==> src/rtl/tx_os_scheduler.sv <==
// Arbitrates the TX lane between LTSSM ordered sets, periodic SKP insertion and LPIF data.
// Owns the OS generator handshake and the data/OS mux so that only one source drives the lane.
module tx_os_scheduler #(
  parameter int SKP_INTERVAL    = 1180,
  parameter int CNT_WIDTH       = 12,
  parameter int MAX_PENDING_SKP = 3,
  parameter int OS_TIMEOUT      = 255
) (
  input  logic       Pclk,
  input  logic       Reset,
  input  logic       SkpEnable,
  input  logic       LtssmOSReq,
  input  logic [2:0] LtssmOSType,
  output logic       LtssmOSGrant,
  input  logic       L0Active,
  input  logic       FIFOReady,
  input  logic       PacketBoundary,
  output logic [2:0] OSType,
  output logic       OSGeneratorStart,
  input  logic       OSGeneratorBusy,
  input  logic       OSGeneratorFinish,
  output logic       HoldFIFOData,
  output logic       MuxSel,
  output logic [1:0] SkpPending,
  output logic       OSTimeoutErr
);

  localparam int TO_W = $clog2(OS_TIMEOUT + 1);

  localparam logic [CNT_WIDTH-1:0] SKP_LAST = CNT_WIDTH'(SKP_INTERVAL - 1);
  localparam logic [TO_W-1:0]      TO_LAST  = TO_W'(OS_TIMEOUT - 1);
  localparam logic [1:0]           PEND_MAX = 2'(MAX_PENDING_SKP);
  localparam logic [2:0]           OS_SKP   = 3'b011;

  localparam logic [1:0] ST_IDLE    = 2'd0;
  localparam logic [1:0] ST_DATA    = 2'd1;
  localparam logic [1:0] ST_DRAIN   = 2'd2;
  localparam logic [1:0] ST_WAIT_OS = 2'd3;

  logic [1:0]           r_state;
  logic [CNT_WIDTH-1:0] r_skp_cnt;
  logic [1:0]           r_skp_pending;
  logic [TO_W-1:0]      r_to_cnt;
  logic                 r_os_is_skp;
  logic [2:0]           r_os_type;
  logic                 r_start;
  logic                 r_grant;
  logic                 r_err;
  logic                 r_hold;
  logic                 r_mux;

  logic [1:0]           w_state_next;
  logic [CNT_WIDTH-1:0] w_skp_cnt_next;
  logic [1:0]           w_pending_next;
  logic [TO_W-1:0]      w_to_cnt_next;
  logic                 w_os_is_skp_next;
  logic [2:0]           w_type_next;
  logic                 w_start_next;
  logic                 w_grant_next;
  logic                 w_err_next;
  logic                 w_tick;
  logic                 w_skp_done;

  assign w_tick     = SkpEnable && (r_skp_cnt == SKP_LAST);
  assign w_skp_done = (r_state == ST_WAIT_OS) && OSGeneratorFinish && r_os_is_skp;

  // A tick and an SKP completion in the same cycle cancel out.
  always_comb begin
    w_skp_cnt_next = r_skp_cnt;
    w_pending_next = r_skp_pending;
    if (!SkpEnable) begin
      w_skp_cnt_next = '0;
      w_pending_next = '0;
    end else begin
      w_skp_cnt_next = w_tick ? '0 : r_skp_cnt + CNT_WIDTH'(1);
      if (w_tick && !w_skp_done) begin
        if (r_skp_pending < PEND_MAX)
          w_pending_next = r_skp_pending + 2'd1;
      end else if (!w_tick && w_skp_done && (r_skp_pending != 2'd0)) begin
        w_pending_next = r_skp_pending - 2'd1;
      end
    end
  end

  always_comb begin
    w_state_next     = r_state;
    w_to_cnt_next    = '0;
    w_os_is_skp_next = r_os_is_skp;
    w_type_next      = r_os_type;
    w_start_next     = 1'b0;
    w_grant_next     = 1'b0;
    w_err_next       = 1'b0;
    case (r_state)
      ST_IDLE: begin
        if (!OSGeneratorBusy) begin
          if (r_skp_pending != 2'd0) begin
            w_state_next     = ST_WAIT_OS;
            w_type_next      = OS_SKP;
            w_start_next     = 1'b1;
            w_os_is_skp_next = 1'b1;
          end else if (LtssmOSReq) begin
            w_state_next     = ST_WAIT_OS;
            w_type_next      = LtssmOSType;
            w_start_next     = 1'b1;
            w_grant_next     = 1'b1;
            w_os_is_skp_next = 1'b0;
          end else if (L0Active && FIFOReady) begin
            w_state_next = ST_DATA;
          end
        end
      end
      ST_DATA: begin
        // SKP waits for a packet boundary so it never splits a packet.
        if (!L0Active || ((r_skp_pending != 2'd0) && PacketBoundary))
          w_state_next = ST_DRAIN;
      end
      ST_DRAIN: begin
        w_state_next = ST_IDLE;
      end
      ST_WAIT_OS: begin
        w_to_cnt_next = r_to_cnt + TO_W'(1);
        if (OSGeneratorFinish) begin
          w_state_next = ST_IDLE;
        end else if (r_to_cnt == TO_LAST) begin
          w_state_next = ST_IDLE;
          w_err_next   = 1'b1;
        end
      end
      default: begin
        w_state_next = ST_IDLE;
      end
    endcase
  end

  always_ff @(posedge Pclk or negedge Reset) begin
    if (!Reset) begin
      r_state       <= ST_IDLE;
      r_skp_cnt     <= '0;
      r_skp_pending <= '0;
      r_to_cnt      <= '0;
      r_os_is_skp   <= 1'b0;
      r_os_type     <= '0;
      r_start       <= 1'b0;
      r_grant       <= 1'b0;
      r_err         <= 1'b0;
      r_hold        <= 1'b1;
      r_mux         <= 1'b0;
    end else begin
      r_state       <= w_state_next;
      r_skp_cnt     <= w_skp_cnt_next;
      r_skp_pending <= w_pending_next;
      r_to_cnt      <= w_to_cnt_next;
      r_os_is_skp   <= w_os_is_skp_next;
      r_os_type     <= w_type_next;
      r_start       <= w_start_next;
      r_grant       <= w_grant_next;
      r_err         <= w_err_next;
      r_hold        <= (w_state_next != ST_DATA);
      r_mux         <= (w_state_next == ST_DATA) || (w_state_next == ST_DRAIN);
    end
  end

  assign LtssmOSGrant     = r_grant;
  assign OSType           = r_os_type;
  assign OSGeneratorStart = r_start;
  assign HoldFIFOData     = r_hold;
  assign MuxSel           = r_mux;
  assign SkpPending       = r_skp_pending;
  assign OSTimeoutErr     = r_err;

endmodule

==> config.mk <==
export PLATFORM = sky130hd
export DESIGN_NAME = tx_os_scheduler
export DESIGN_NICKNAME = d
export VERILOG_FILES = /design/src/rtl/tx_os_scheduler.sv
export SDC_FILE = /design/constraint.sdc
export NUM_CORES = 1
export LEC_CHECK = 0
export CAP_MARGIN = 40
export CORE_MARGIN = 3
export CORE_UTILIZATION = 48
export DETAILED_ROUTE_END_ITERATION = 8
export GPL_TIMING_DRIVEN = 0
export HOLD_SLACK_MARGIN = 0.12
export PLACE_DENSITY = 0.76
export SLEW_MARGIN = 10
export SYNTH_ARGS = -nofsm -noshare
export SYNTH_HDL_FRONTEND = slang
export SYNTH_SLANG_ARGS = --single-unit
==> constraint.sdc <==
create_clock -name Pclk -period 1.8 [get_ports Pclk]
set_input_delay 0.27 -clock Pclk [delete_from_list [all_inputs] [get_ports Pclk]]
set_output_delay 0.27 -clock Pclk [all_outputs]
set_load 0.01 [all_outputs]
==> results of run 1 <==
[logic make-up after synthesis]
kind of cell | Yosys count
DFF | 33
xor gates and xnor gates | 13
AOI/OAI and AO/OA | 22
buffers and inverters | 7
and+or+nand+nor | 65
adders and majority gates | 4
[per-layer routing]
| layer | share of wire, % | wire length (µm) | global-route usage, % | vias to the layer above |
|---|---|---|---|---|
| li1 | - | - | - | 573 |
| met1 | 43 | 1270 | 20.0 | 554 |
| met2 | 51 | 1480 | 28.8 | 19 |
| met3 | 3.8 | 110 | 4.32 | 5 |
| met4 | 1.8 | 51 | 6.89 | 0 |
| met5 | 0 | 0 | 0 | - |
[flip-flops by register name, indices dropped and copies added (netlist names)]
name	flops
r_state	2
MuxSel	1
OSTimeoutErr	1
LtssmOSGrant	1
OSType	3
HoldFIFOData	1
r_to_cnt	8
SkpPending	2
OSGeneratorStart	1
r_skp_cnt	12
r_os_is_skp	1
[cell type report]
class	instances	area [µm²]	share of cell area (%)
clock buffer	8	58.8	3.13
timing repair buffer	22	215	11.4
multi-input combinational	104	702	37.3
buffer	1	5.00	0.266
sequential	33	828	44.0
inverter	5	18.8	0.998
tap	42	52.6	2.79
[cells in the final DEF (no fill, tap or decap), types with 4 or more instances in the layout]
cell type / netlist / final
or3_1: 4 / 4
ha_1: 4 / 4
clkbuf_4: 0 / 5
o21ai_0: 6 / 6
nand3_1: 11 / 11
xnor2_1: 5 / 5
clkdlybuf4s50_1: 0 / 20
and3_1: 6 / 6
xor2_1: 8 / 8
dfrtp_1: 32 / 31
a21oi_1: 4 / 4
nand2_1: 10 / 10
nand4_1: 6 / 6
nor2_1: 18 / 18
inv_1: 5 / 5
[repair_timing]
| action | CTS | global route |
|---|---|---|
| hold buffers | 1 | 0 |
| endpoints found under the setup margin | 1 | 3 |
| endpoints found under the hold margin | 32 | 0 |
| pin swaps | 0 | 0 |
| gates resized for setup | 1 | 3 |
[worst paths after layout]
check	depth (start not counted)	slack [ps]	from	end
max in group asynchronous	2	780	Reset	SkpPending[1]$_DFFE_PN0P_
hold reg to reg	1	490	r_to_cnt[0]$_DFF_PN0_	r_to_cnt[0]$_DFF_PN0_
setup reg to reg	5	80	SkpPending[0]$_DFFE_PN0P_	MuxSel$_DFF_PN0_
hold / removal	1	490	r_to_cnt[0]$_DFF_PN0_	r_to_cnt[0]$_DFF_PN0_
min in group asynchronous	2	510	Reset	r_state[0]$_DFF_PN0_
setup / recovery	1	60	SkpPending[0]$_DFFE_PN0P_	SkpPending[0]
[power by group]
| group | switching (mW) | internal [mW] | total, mW |
|---|---|---|---|
| Combinational | 0.190 | 0.227 | 0.417 |
| Sequential | 0.0599 | 0.841 | 0.901 |
| Clock | 0.239 | 0.193 | 0.432 |
| Total | 0.489 | 1.26 | 1.75 |
[metrics by stage]
| stage | TNS (ps) | area (µm²) | hold WS (ps) | setup WS (ps) | instances |
|---|---|---|---|---|---|
| floorplan | 0 | 1530 | -25.6 | 60.4 | 144 |
| global placement | -4450 | 1800 | 457 | -189 | 207 |
| detailed placement | -310 | 1790 | 366 | -196 | 207 |
| CTS | 0 | 1870 | 487 | 40.8 | 215 |
| global route | -17.9 | 1880 | 522 | -17.9 | 215 |
| finish | 0 | 1880 | 489 | 61.5 | 215 |
==> results.py, run 1 <==
metrics = {
    "status": {
        "status": "finished clean",
    },
    "synthesis": {
        "synth_area_um2": 1530,
        "netlist.area_leader.share_pct": 52.4,
        "synth_edf_count": 0,
        "synthMuxAreaShare_pct": 0,
        "syn_nets": 160,
        "synth_cell_types": 33,
        "ys_async_sr_fraction_pct": 100,
        "yosysSeqAreaShare_pct": 54.1,
        "synth_compound_area_share_pct": 10.1,
        "ys_warn_count": 0,
        "synth_top_area_cell": "dfrtp_1",
        "synth_top_family_by_area": "simple AND/OR/NAND/NOR gates",
        "synth-xor-area-share_pct": 7.45,
        "postSynthAreaPerCell_um2": 10.6,
        "synth_seq_cells": 33,
        "synthCells": 144,
        "synth_top_cells_by_area": "dfrtp_1 52%, xor2_1 4.6%, nor2_1 4.4%",
        "yosys.area_share.simple_pct": 23.3,
        "synthAdderAreaFrac_pct": 3.27,
        "ys_top_cells_by_count": "32 x dfrtp_1, 18 x nor2_1, 11 x nand3_1",
        "synth_most_common_cell": "dfrtp_1",
        "synth_top_flop_cell": "dfrtp_1",
    },
    "die": {
        "chipWidth_um": 62.4,
        "design.portCount": 22,
        "dieHeight_um": 62.4,
        "num_rows": 19,
        "die-area_um2": 3900,
        "core_um2": 2900,
        "initial_utilization_pct": 52.7,
    },
    "critical_path": {
        "crit_path_start_kind": "flip-flop",
        "cp_top_family": "buffers and inverters",
        "max_stage_delay_ps": 610,
        "worst-path-max-fanout": 10,
        "crit_path_top_delay_cell": "clkdlybuf4s50_1",
        "path_cells": "clkdlybuf4s50_1",
        "crit_buf_inv": 1,
        "path_class": "reg -> out",
        "crit_required_ps": 1530,
        "worstPathArrival_ps": 1470,
        "critPathCaptureType": "output pin",
    },
    "layout": {
        "drive_gt1_share_pct": 9.83,
        "fin_util_pct": 64.8,
        "area_growth_pct": 23.0,
        "fill_cells": 256,
        "diodes": 0,
        "nNetsFinal": 188,
    },
    "sta": {
        "worstMarginPinSlew_ps": 705,
        "grt_setup_unrepaired": "yes",
        "slew-limit-headroom_pct": 53.0,
        "setup_viol": 0,
        "fmax_ghz": 0.575,
        "skew_ps": 15.4,
        "drv_slew": 0,
        "period_share_pct": 96.6,
        "fin_crit_ps": 1740,
        "final-hold-violation-count": 0,
    },
    "drt": {
        "drc": 0,
        "vias": 1151,
        "ant_nets": 0,
        "vias_per_cell": 5.35,
        "wl_um": 2910,
        "drt-initial-drc-count": 63,
        "drtPass1Iterations": 4,
        "wl_per_cell_um": 13.5,
    },
    "placement": {
        "port_buffers": 21,
        "dpl.hpwl_um": 2060,
        "place.gp.congestion": 0.774,
    },
    "clock_tree": {
        "cts_sinks": 33,
        "clk-insertion-delay-late_ps": 330,
        "postCtsSetupRepairBufs": 0,
        "cts-buffers-inserted": 5,
        "clk_pin_slew_ps": 90,
        "cts_htree_levels": 2,
        "clock_path_buffers": 2,
        "cts_tree": "done",
        "cts_root_buf": "clkbuf_4",
    },
    "pwr": {
        "powerDensity_nw_per_um2": 930,
        "vdd_ir_drop_max_mv": 0.641,
        "leakage_nw": 0.814,
        "finalPower_mw": 1.75,
    },
    "run": {
        "drv_cap": 0,
    },
    "grt": {
        "grtUsageTotal_pct": 16.8,
        "grt_pass1_vias": 1228,
        "antenna_found_initial": 0,
        "grt_pass1_wl_um": 5260,
        "grt-ovfl-total": 0,
        "grt_max_degree": 34,
    },
    "worst_hold_path": {
        "hp-class": "reg -> reg",
    },
}
(Power assumes the default switching activity.)
==> run 2: changes to the inputs <==
- CORE_MARGIN: 3 -> 8
- GPL_ROUTABILITY_DRIVEN: default -> 1
- SLEW_MARGIN: 10 -> 20
==> run 2 against run 1 <==
Against the previous run: final area rose by 0.33%; highest routed layer unchanged; die area rose by 35%; flip-flop and latch count did not move; largest cell class unchanged; cell count rose by 1.4%; non-clock buffer count rose by 1; total power fell by 1.8%; critical endpoint is now SkpPending[1]; largest power group unchanged; core utilization fell by 3.0 points; clock-buffer cell count fell by 2; critical path depth did not move; global-route usage fell by 3.2 points.
==> results.py, run 2 (synthesized netlist as in run 1, its figures left out) <==
metrics = {
    "grt": {
        "antenna_found_initial": 0,
        "grt_pass1_wl_um": 5590,
        "grt-ovfl-total": 0,
        "grtUsageTotal_pct": 13.6,
        "grt_max_degree": 34,
        "grt_pass1_vias": 1226,
    },
    "sta": {
        "setup_tns_ps": 0,
        "slew-limit-headroom_pct": 52.3,
        "period_share_pct": 96.3,
        "worstMarginPinSlew_ps": 715,
        "fin_crit_ps": 1730,
        "drv_slew": 0,
        "fmax_ghz": 0.577,
        "setup_ws_ps": 65.9,
        "final-hold-violation-count": 0,
        "grt_setup_unrepaired": "yes",
        "setup_viol": 0,
        "skew_ps": 12.2,
    },
    "layout": {
        "nNetsFinal": 189,
        "drive_gt1_share_pct": 11.5,
        "fin_util_pct": 61.8,
        "final_common_cell": "dfrtp_1",
        "largest-register": "r_skp_cnt",
        "diodes": 0,
        "largest_reg_flops": 12,
        "area_growth_pct": 23.4,
        "final_cells": 218,
        "final_cell_mix": "32 x dfrtp_1, 20 x clkdlybuf4s50_1, 17 x nor2_1, 10 x nand2_1, 10 x nand3_1",
    },
    "die": {
        "die-area_um2": 5250,
        "design.portCount": 22,
        "num_rows": 20,
        "core_um2": 3050,
        "dieHeight_um": 72.4,
        "chipWidth_um": 72.4,
        "initial_utilization_pct": 50.1,
    },
    "clock_tree": {
        "cts_sinks": 33,
        "clk_pin_slew_ps": 100,
        "cts_root_buf": "clkbuf_4",
        "cts_htree_levels": 2,
        "clock_path_buffers": 2,
        "clk-insertion-delay-late_ps": 330,
        "cts-buffers-inserted": 5,
        "cts_tree": "done",
    },
    "critical_path": {
        "critPathCaptureType": "output pin",
        "worstPathArrival_ps": 1460,
        "path_cells": "clkdlybuf4s50_1",
        "crit_path_top_delay_cell": "clkdlybuf4s50_1",
        "crit_path_start_kind": "flip-flop",
        "crit_required_ps": 1530,
        "cp_top_family": "buffers and inverters",
        "max_stage_delay_ps": 600,
        "crit_buf_inv": 1,
        "path_class": "reg -> out",
        "worst-path-max-fanout": 9,
    },
    "pwr": {
        "finalPower_mw": 1.72,
        "powerDensity_nw_per_um2": 911,
        "leakage_nw": 0.819,
        "vdd_ir_drop_max_mv": 0.558,
    },
    "placement": {
        "port_buffers": 21,
        "place_ws_ps": -208,
        "placed_cells": 209,
        "dpl.hpwl_um": 2270,
        "place.gp.congestion": 0.781,
    },
    "drt": {
        "ant_nets": 0,
        "drt-initial-drc-count": 80,
        "vias_per_cell": 5.46,
        "vias": 1191,
        "drc": 0,
        "wl_per_cell_um": 14.6,
        "drtPass1Iterations": 4,
        "wl_um": 3180,
    },
    "worst_hold_path": {
        "hp-class": "reg -> reg",
    },
    "status": {
        "status": "finished clean",
    },
    "run": {
        "drv_cap": 0,
    },
}
run 2: path summary, 6_finish.rpt:
path,depth (start not counted),slack [ps],start,endpoint
min in group asynchronous,2,510,Reset,OSType[2]$_DFFE_PN0P_
max,1,70,SkpPending[1]$_DFFE_PN0P_,SkpPending[1]
min,2,500,r_os_is_skp$_DFFE_PN0P_,r_os_is_skp$_DFFE_PN0P_
max in group asynchronous,2,820,Reset,r_skp_cnt[4]$_DFF_PN0_
min reg2reg,2,500,r_os_is_skp$_DFFE_PN0P_,r_os_is_skp$_DFFE_PN0P_
max reg2reg,5,100,SkpPending[1]$_DFFE_PN0P_,MuxSel$_DFF_PN0_
run 2: where the power goes:
part	leakage (nW)	total (mW)	internal [mW]	switching (mW)
Clock	0.0320	0.390	0.149	0.241
Sequential	0.442	0.903	0.841	0.0623
Combinational	0.345	0.426	0.229	0.197
run 2: what timing repair did:
action,in CTS,in global routing
endpoints found under the hold margin,32,0
pin swaps,1,2
hold buffers,1,0
buffers inserted,0,0
setup endpoints to repair,2,2
resized for setup,2,5
run 2: tightest hold or removal path, delay by kind of cell (launching register included):
kind | cells | cell delay [ps]
flops | 1 | 370
simple gates | 2 | 110
run 2: final cells by class:
cell class                      instances  area [µm²]
Tap cell                               44        55.1
Clock buffer                            6        41.3
Fill cell                             271        1170
Multi-Input combinational cell        104         709
Sequential cell                        33         827
Buffer                                  2        10.0
Timing Repair Buffer                   22         215
Clock inverter                          2        10.0
Inverter                                5        18.8
run 2: routing by layer:
metal	vias to the layer above	wire, µm	GRT usage (%)
met4	0	67	5.78
met3	8	112	4.82
met5	-	0	0
met1	589	1370	15.1
met2	20	1630	23.0
li1	574	-	-
run 2: through the flow:
stage / area [µm²] / hold WS [ps]
finish: 1890 / 499
global route: 1890 / 512
CTS: 1870 / 494
detailed placement: 1790 / 367
global placement: 1800 / 457
floorplan: 1530 / -25.6
